[src/rtl/cacheline_adaptor_if.sv]
// rtl/cacheline_adaptor_if.sv - cache-side and memory-side signal bundle for cacheline_adaptor
//
// Purpose: groups the cache line request/response signals and the
// memory burst signals of the adaptor into one interface.
//
// Ports (named from the adaptor's point of view):
//   read_i, write_i, address_i, line_i : line request from the cache
//   line_o, resp_o                     : assembled read line, completion pulse
//   address_o, read_o, write_o         : burst request toward memory
//   burst_o, burst_i, resp_i           : write beat, read beat, beat handshake
//
// Modports:
//   slave  : the adaptor
//   master : the environment (cache plus memory) driving the adaptor
interface cacheline_adaptor_if #(
  parameter int LINE_W  = 256,
  parameter int BURST_W = 64,
  parameter int ADDR_W  = 32
);
  logic               read_i;
  logic               write_i;
  logic [ADDR_W-1:0]  address_i;
  logic [LINE_W-1:0]  line_i;
  logic [LINE_W-1:0]  line_o;
  logic               resp_o;
  logic [ADDR_W-1:0]  address_o;
  logic               read_o;
  logic               write_o;
  logic [BURST_W-1:0] burst_o;
  logic [BURST_W-1:0] burst_i;
  logic               resp_i;

  modport slave (
    input  read_i, write_i, address_i, line_i, burst_i, resp_i,
    output line_o, resp_o, address_o, read_o, write_o, burst_o
  );

  modport master (
    output read_i, write_i, address_i, line_i, burst_i, resp_i,
    input  line_o, resp_o, address_o, read_o, write_o, burst_o
  );
endinterface

[src/rtl/cacheline_adaptor.sv]
// rtl/cacheline_adaptor.sv - cache line to multi-beat memory burst adaptor
//
// Purpose: services a full-line read or write from the cache as a
// BEATS-beat burst toward main memory. Read beats are assembled into
// line_o, write lines are split into beats on burst_o, and a single-cycle
// resp_o is returned after the last beat.
//
// Ports:
//   clk, rst : clock, synchronous active-high reset
//   bus      : cacheline_adaptor_if.slave (cache request/response and
//              memory burst signals, see rtl/cacheline_adaptor_if.sv)
module cacheline_adaptor #(
  parameter int LINE_W  = 256,
  parameter int BURST_W = 64,
  parameter int ADDR_W  = 32
) (
  input logic                  clk,
  input logic                  rst,
  cacheline_adaptor_if.slave   bus
);

  localparam int BEATS = LINE_W / BURST_W;
  localparam int CNT_W = $clog2(BEATS);
  localparam int OFF_W = $clog2(LINE_W / 8);
  localparam logic [CNT_W-1:0] LAST = CNT_W'(BEATS - 1);

  typedef enum logic [1:0] {
    IDLE,
    RD_BURST,
    WR_BURST,
    DONE
  } state_t;

  state_t             state;
  logic [CNT_W-1:0]   cnt;
  logic [CNT_W-1:0]   cnt_nxt;
  logic [ADDR_W-1:0]  addr_q;
  logic [LINE_W-1:0]  line_q;
  logic [LINE_W-1:0]  line_o_q;
  logic               read_q;
  logic               write_q;
  logic               resp_q;
  logic [BURST_W-1:0] burst_q;

  assign cnt_nxt = cnt + 1'b1;

  // Every output comes straight from a register, so resp_i never reaches
  // an output combinationally.
  assign bus.address_o = addr_q;
  assign bus.line_o    = line_o_q;
  assign bus.read_o    = read_q;
  assign bus.write_o   = write_q;
  assign bus.resp_o    = resp_q;
  assign bus.burst_o   = burst_q;

  always_ff @(posedge clk) begin
    if (rst) begin
      state    <= IDLE;
      cnt      <= '0;
      addr_q   <= '0;
      line_q   <= '0;
      line_o_q <= '0;
      read_q   <= 1'b0;
      write_q  <= 1'b0;
      resp_q   <= 1'b0;
      burst_q  <= '0;
    end else begin
      unique case (state)
        IDLE: begin
          // Write wins when both requests are raised.
          if (bus.write_i) begin
            addr_q  <= {bus.address_i[ADDR_W-1:OFF_W], {OFF_W{1'b0}}};
            line_q  <= bus.line_i;
            cnt     <= '0;
            burst_q <= bus.line_i[BURST_W-1:0];
            write_q <= 1'b1;
            state   <= WR_BURST;
          end else if (bus.read_i) begin
            addr_q <= {bus.address_i[ADDR_W-1:OFF_W], {OFF_W{1'b0}}};
            cnt    <= '0;
            read_q <= 1'b1;
            state  <= RD_BURST;
          end
        end

        RD_BURST: begin
          if (bus.resp_i) begin
            line_o_q[int'(cnt)*BURST_W +: BURST_W] <= bus.burst_i;
            if (cnt == LAST) begin
              read_q <= 1'b0;
              resp_q <= 1'b1;
              state  <= DONE;
            end else begin
              cnt <= cnt_nxt;
            end
          end
        end

        WR_BURST: begin
          if (bus.resp_i) begin
            if (cnt == LAST) begin
              write_q <= 1'b0;
              resp_q  <= 1'b1;
              state   <= DONE;
            end else begin
              // Present the next beat in the cycle right after acceptance.
              cnt     <= cnt_nxt;
              burst_q <= line_q[int'(cnt_nxt)*BURST_W +: BURST_W];
            end
          end
        end

        DONE: begin
          // Requests still high here belong to the finished transaction.
          resp_q <= 1'b0;
          state  <= IDLE;
        end

        default: state <= IDLE;
      endcase
    end
  end

endmodule

[src/flat_wrapper.sv]
// flat-port wrapper written by rule: the top's interface ports become plain ports
module cacheline_adaptor_flat 
#(
  parameter int LINE_W  = 256,
  parameter int BURST_W = 64,
  parameter int ADDR_W  = 32
)
  (clk, rst, bus_read_i, bus_write_i, bus_address_i, bus_line_i, bus_burst_i, bus_resp_i, bus_line_o, bus_resp_o, bus_address_o, bus_read_o, bus_write_o, bus_burst_o);
  cacheline_adaptor_if #(.LINE_W(LINE_W), .BURST_W(BURST_W), .ADDR_W(ADDR_W)) bus_i ();
  input logic clk;
  input logic rst;
  input wire logic [$bits(bus_i.read_i)-1:0] bus_read_i;
  input wire logic [$bits(bus_i.write_i)-1:0] bus_write_i;
  input wire logic [$bits(bus_i.address_i)-1:0] bus_address_i;
  input wire logic [$bits(bus_i.line_i)-1:0] bus_line_i;
  input wire logic [$bits(bus_i.burst_i)-1:0] bus_burst_i;
  input wire logic [$bits(bus_i.resp_i)-1:0] bus_resp_i;
  output wire logic [$bits(bus_i.line_o)-1:0] bus_line_o;
  output wire logic [$bits(bus_i.resp_o)-1:0] bus_resp_o;
  output wire logic [$bits(bus_i.address_o)-1:0] bus_address_o;
  output wire logic [$bits(bus_i.read_o)-1:0] bus_read_o;
  output wire logic [$bits(bus_i.write_o)-1:0] bus_write_o;
  output wire logic [$bits(bus_i.burst_o)-1:0] bus_burst_o;
  assign bus_i.read_i = bus_read_i;
  assign bus_i.write_i = bus_write_i;
  assign bus_i.address_i = bus_address_i;
  assign bus_i.line_i = bus_line_i;
  assign bus_i.burst_i = bus_burst_i;
  assign bus_i.resp_i = bus_resp_i;
  assign bus_line_o = bus_i.line_o;
  assign bus_resp_o = bus_i.resp_o;
  assign bus_address_o = bus_i.address_o;
  assign bus_read_o = bus_i.read_o;
  assign bus_write_o = bus_i.write_o;
  assign bus_burst_o = bus_i.burst_o;
  cacheline_adaptor #(.LINE_W(LINE_W), .BURST_W(BURST_W), .ADDR_W(ADDR_W)) u_core (.clk(clk), .rst(rst), .bus(bus_i));
endmodule
[config.mk]
export PLATFORM = sky130hd
export DESIGN_NAME = cacheline_adaptor_flat
export DESIGN_NICKNAME = d
export VERILOG_FILES = /design/src/rtl/cacheline_adaptor_if.sv /design/src/rtl/cacheline_adaptor.sv /design/src/flat_wrapper.sv
export SDC_FILE = /design/constraint.sdc
export NUM_CORES = 1
export LEC_CHECK = 0
export CAP_MARGIN = 0
export CORE_AREA = 4 4 271 273
export CTS_BUF_LIST = sky130_fd_sc_hd__clkbuf_4 sky130_fd_sc_hd__clkbuf_8
export CTS_CLUSTER_DIAMETER = 60
export DETAILED_ROUTE_END_ITERATION = 7
export DIE_AREA = 0 0 275 277
export PLACE_DENSITY_LB_ADDON = 0.12
export SYNTH_ARGS = -nofsm -noshare
export SYNTH_HDL_FRONTEND = slang
export SYNTH_SLANG_ARGS = --single-unit
[constraint.sdc]
create_clock -name clk -period 2 [get_ports clk]
set_clock_uncertainty 0.05 [all_clocks]
set_input_delay 0.4 -clock clk [delete_from_list [all_inputs] [get_ports clk]]
set_output_delay 0.4 -clock clk [all_outputs]
set_load 0.01 [all_outputs]
==> metrics.md <==
| Metric | Value |
|---|---|
| Unrepaired setup endpoints after global routing | `true` |
| Clock power frac | `29.3%` |
| Commonest non-fill, non-tap cell in the layout | `dfxtp_1` |
| Die ar. | `76180 µm²` |
| Fill count | `6843` |
| # clock sinks | `610` |
| Vias in the first global route | `22.46k` |
| Distinct cells, synth | `40` |
| Sequential cell fraction of total power | `36.3%` |
| WL per Instance | `20.71 µm` |
| Peak VDD IR | `0.5663 mV` |
| Initial drt markers | `1266` |
| Gate power share | `34.5%` |
| Sw Pwr | `14.19 mW` |
| Non-filler cells in the finished layout | `4511` |
| Leak Pwr | `14.19 nW` |
| Port-buffer cells | `701` |
| Final ANT Viol Nets | `0` |
| H-tree levels | `3` |
| Global placer's final weighted congestion | `0.8452` |
| DR vias/cell | `5.021` |
| Final core occ | `49.07%` |
| Sequential share of the synthesized area | `51.54%` |
| Register Area | `12220 µm²` |
| Total Routing Usage GR | `22.79%` |
| Synth Area per Inst | `8.566 µm²` |
| Crit path required time | `2580 ps` |
| Setup crit start kind | `flop` |
| Hold crit path type | `input port to flop` |
| Placed cells | `4299` |
| Number of cell rows | `98` |
| Switching share of power | `34.81%` |
| Outcome | `finished, final reports clean` |
| Pint | `26.57 mW` |
| Min Clock Period, post-route | `1971 ps` |
| Antenna violations before repair | `13` |
| Final setup viols | `0` |
| PwrDens | `1168 nW/µm²` |
| DP Area | `32600 µm²` |
| Residual DRC | `0` |
| Syn Inst Count | `2766` |
| Yosys reg bits | `610` |
| Worst EP arrival | `2550 ps` |
| Reg-to-reg endpoint | `u_core.bus.line_o[182]` |
| Most frequent cells in the layout | `dfxtp_1 (605), nand2_1 (569), clkdlybuf4s50_1 (350)` |
| Final hold violation count | `0` |
| Core Area | `71120 µm²` |
| Fin Hold WS | `203.7 ps` |
| Least-Margin Pin Slew | `523.8 ps` |
| Initial Util | `33.31%` |
| Grt total ovfl | `0` |
| Max-cap violations | `0` |
| CTS tree | `yes` |
| Horiz. Die Dim | `275 µm` |
| Synthesized area | `23690 µm²` |
| Clock tree buffer depth | `3` |
| Register-to-register setup slack | `30 ps` |
| Largest net degree at the start of global routing | `77` |
| Die height | `277 µm` |
| Synth Warn # | `0` |
| FMAX | `507.5 MHz` |
| Final Net Count | `3843` |
| Slew Limit Fails | `0` |
| Launch point of the worst hold path | `bus_line_i[171]` |
| Worst setup EP type | `flop` |
| Post-DP HPWL | `65370 µm` |
| Post-Route WL | `93440 µm` |
| Worst-Skew Late Latency | `690 ps` |
| WHS Path Cells | `3` |
| Router iterations before antenna repair | `6` |
| WHS Endpoint | `u_core.line_q[171]` |
| Global-route wire length before repair | `136500 µm` |
| Final Power | `40.76 mW` |
| Vias | `22.65k` |
| Ports | `712` |
| Worst-path clk slew | `60 ps` |
| Worst Setup Path Type | `flop to flop` |
| Worst-path maximum fanout | `11` |
| Multi-input logic area | `10590 µm²` |
| Layout cells sized above 1 | `12.00%` |
| Root Buffer | `clkbuf_8` |
| Reg-to-reg critical path startpoint | `u_core.cnt[0]` |
| Part of the cycle the worst path needs | `98.53%` |
| Reg2reg path depth | `8` |
| Area delta synth->final | `47.29%` |
| Design Area, Final | `34900 µm²` |
| CTS Buf Count | `106` |
| Relative slew slack | `65.08%` |
## metal layers
layer  routed length, µm  track usage, %
met4                2822           8.390
met3                6307           4.947
met1               38350           27.78
met2               45910           39.37
met5                  55               0
## worst max-delay path, stage by stage, from the launching register on
cell and delay, ps:
dfxtp_4 390, inv_2 100, ha_4 330, nand3b_1 160, nor4_4 330, buf_4 190
clkbuf_16 180, a22oi_1 80, nor2_1 100
## layout make-up
class / instances / share of cell area (%)
inverters: 6 / 0.06454
clock buffers: 160 / 5.826
repair buffers: 840 / 24.64
flip-flops and latches: 610 / 35.02
well taps: 950 / 3.406
diodes: 10 / 0.07171
multi-input cells: 1911 / 30.36
clock inverters: 24 / 0.6095
## registers in the layout (all words and copies together) (netlist names)
name and cells:
u_core.bus.resp_o 1, u_core.bus.address_o 27, u_core.bus.burst_o 64, u_core.bus.write_o 1, u_core.line_q 256, u_core.bus.line_o 256, u_core.state 2, u_core.cnt 2
u_core.bus.read_o 1
## cells in the mapped netlist
cell,n,share of area (%)
nor4_4,2,0.18
conb_1,1,0.016
buf_1,5,0.079
clkbuf_1,161,2.6
and2_1,1,0.026
o22ai_1,64,1.7
a21o_1,1,0.032
a211oi_1,1,0.032
a22oi_2,60,3.2
buf_2,57,1.2
nor2b_1,95,2.5
nor4_2,1,0.053
o21ai_1,1,0.021
ha_1,11,0.58
buf_4,14,0.44
inv_2,1,0.016
a2111oi_0,1,0.037
a211oi_4,1,0.084
o21a_1,1,0.032
o21ai_0,1,0.021
or2_2,1,0.026
nor2_1,331,5.2
a21oi_1,288,6.1
nand3_1,4,0.084
and2b_1,1,0.032
mux2i_1,128,5.4
inv_1,5,0.079
dfxtp_1,610,52
nand2_1,572,9.1
nand3b_1,2,0.063
nand2b_1,3,0.079
a311oi_1,1,0.037
nor3_1,132,2.8
nor4b_1,1,0.037
buf_6,6,0.29
a21boi_0,1,0.032
o21bai_1,1,0.032
a211o_1,1,0.037
a22oi_1,197,6.2
nor3b_1,1,0.032
## cells by family (layout without fill, tap and decap cells)
family	Yosys count	in the layout	synth area share, %
compound gates	620	620	17.58
fa+ha+maj	11	11	0.5809
buf+inv	249	1030	4.658
flops	610	610	51.54
mux	128	128	5.408
other cells	1	15	0.01583
simple gates	1147	1147	20.22
## metrics by stage
| step | worst slack [ps] | TNS, ps |
|---|---|---|
| after floorplan | 54.66 | 0 |
| after global placement | -245.0 | -37870 |
| after detailed placement | -242.1 | -41450 |
| after CTS | -19.32 | -19.32 |
| after global routing | -49.80 | -862.1 |
| final | 29.41 | 0 |
## repair_timing
item,CTS,global route
hold buffers,1,0
pin swaps,1,6
setup endpoints to repair,416,215
buffers inserted,1,6
cloned,0,10
resized for setup,353,35
hold endpoints to repair,8,0
## worst max path at each step
stage	startpoint	slack [ps]	end
floorplan	u_core.cnt[0]	50	u_core.bus.line_o[195]
global placement	bus_resp_i	-240	u_core.bus.burst_o[10]
detailed placement	bus_resp_i	-240	u_core.bus.line_o[12]
CTS	u_core.state[0]	-20	u_core.bus.burst_o[4]
global route	u_core.cnt[0]	-50	u_core.bus.line_o[165]
finish	u_core.cnt[0]	30	u_core.bus.line_o[182]
## power by group through the flow
| stage | sequential [mW] | clock, mW | combinational, mW |
|---|---|---|---|
| finish | 14.8 | 11.9 | 14.0 |
| global route | 15.0 | 12.8 | 15.3 |
| CTS | 14.8 | 12.2 | 13.2 |
| detailed placement | 15.0 | 0 | 13.6 |
| global placement | 15.0 | 0 | 13.5 |
| floorplan | 15.1 | 0 | 6.91 |
Note: power is estimated with default switching activity, not from simulation.
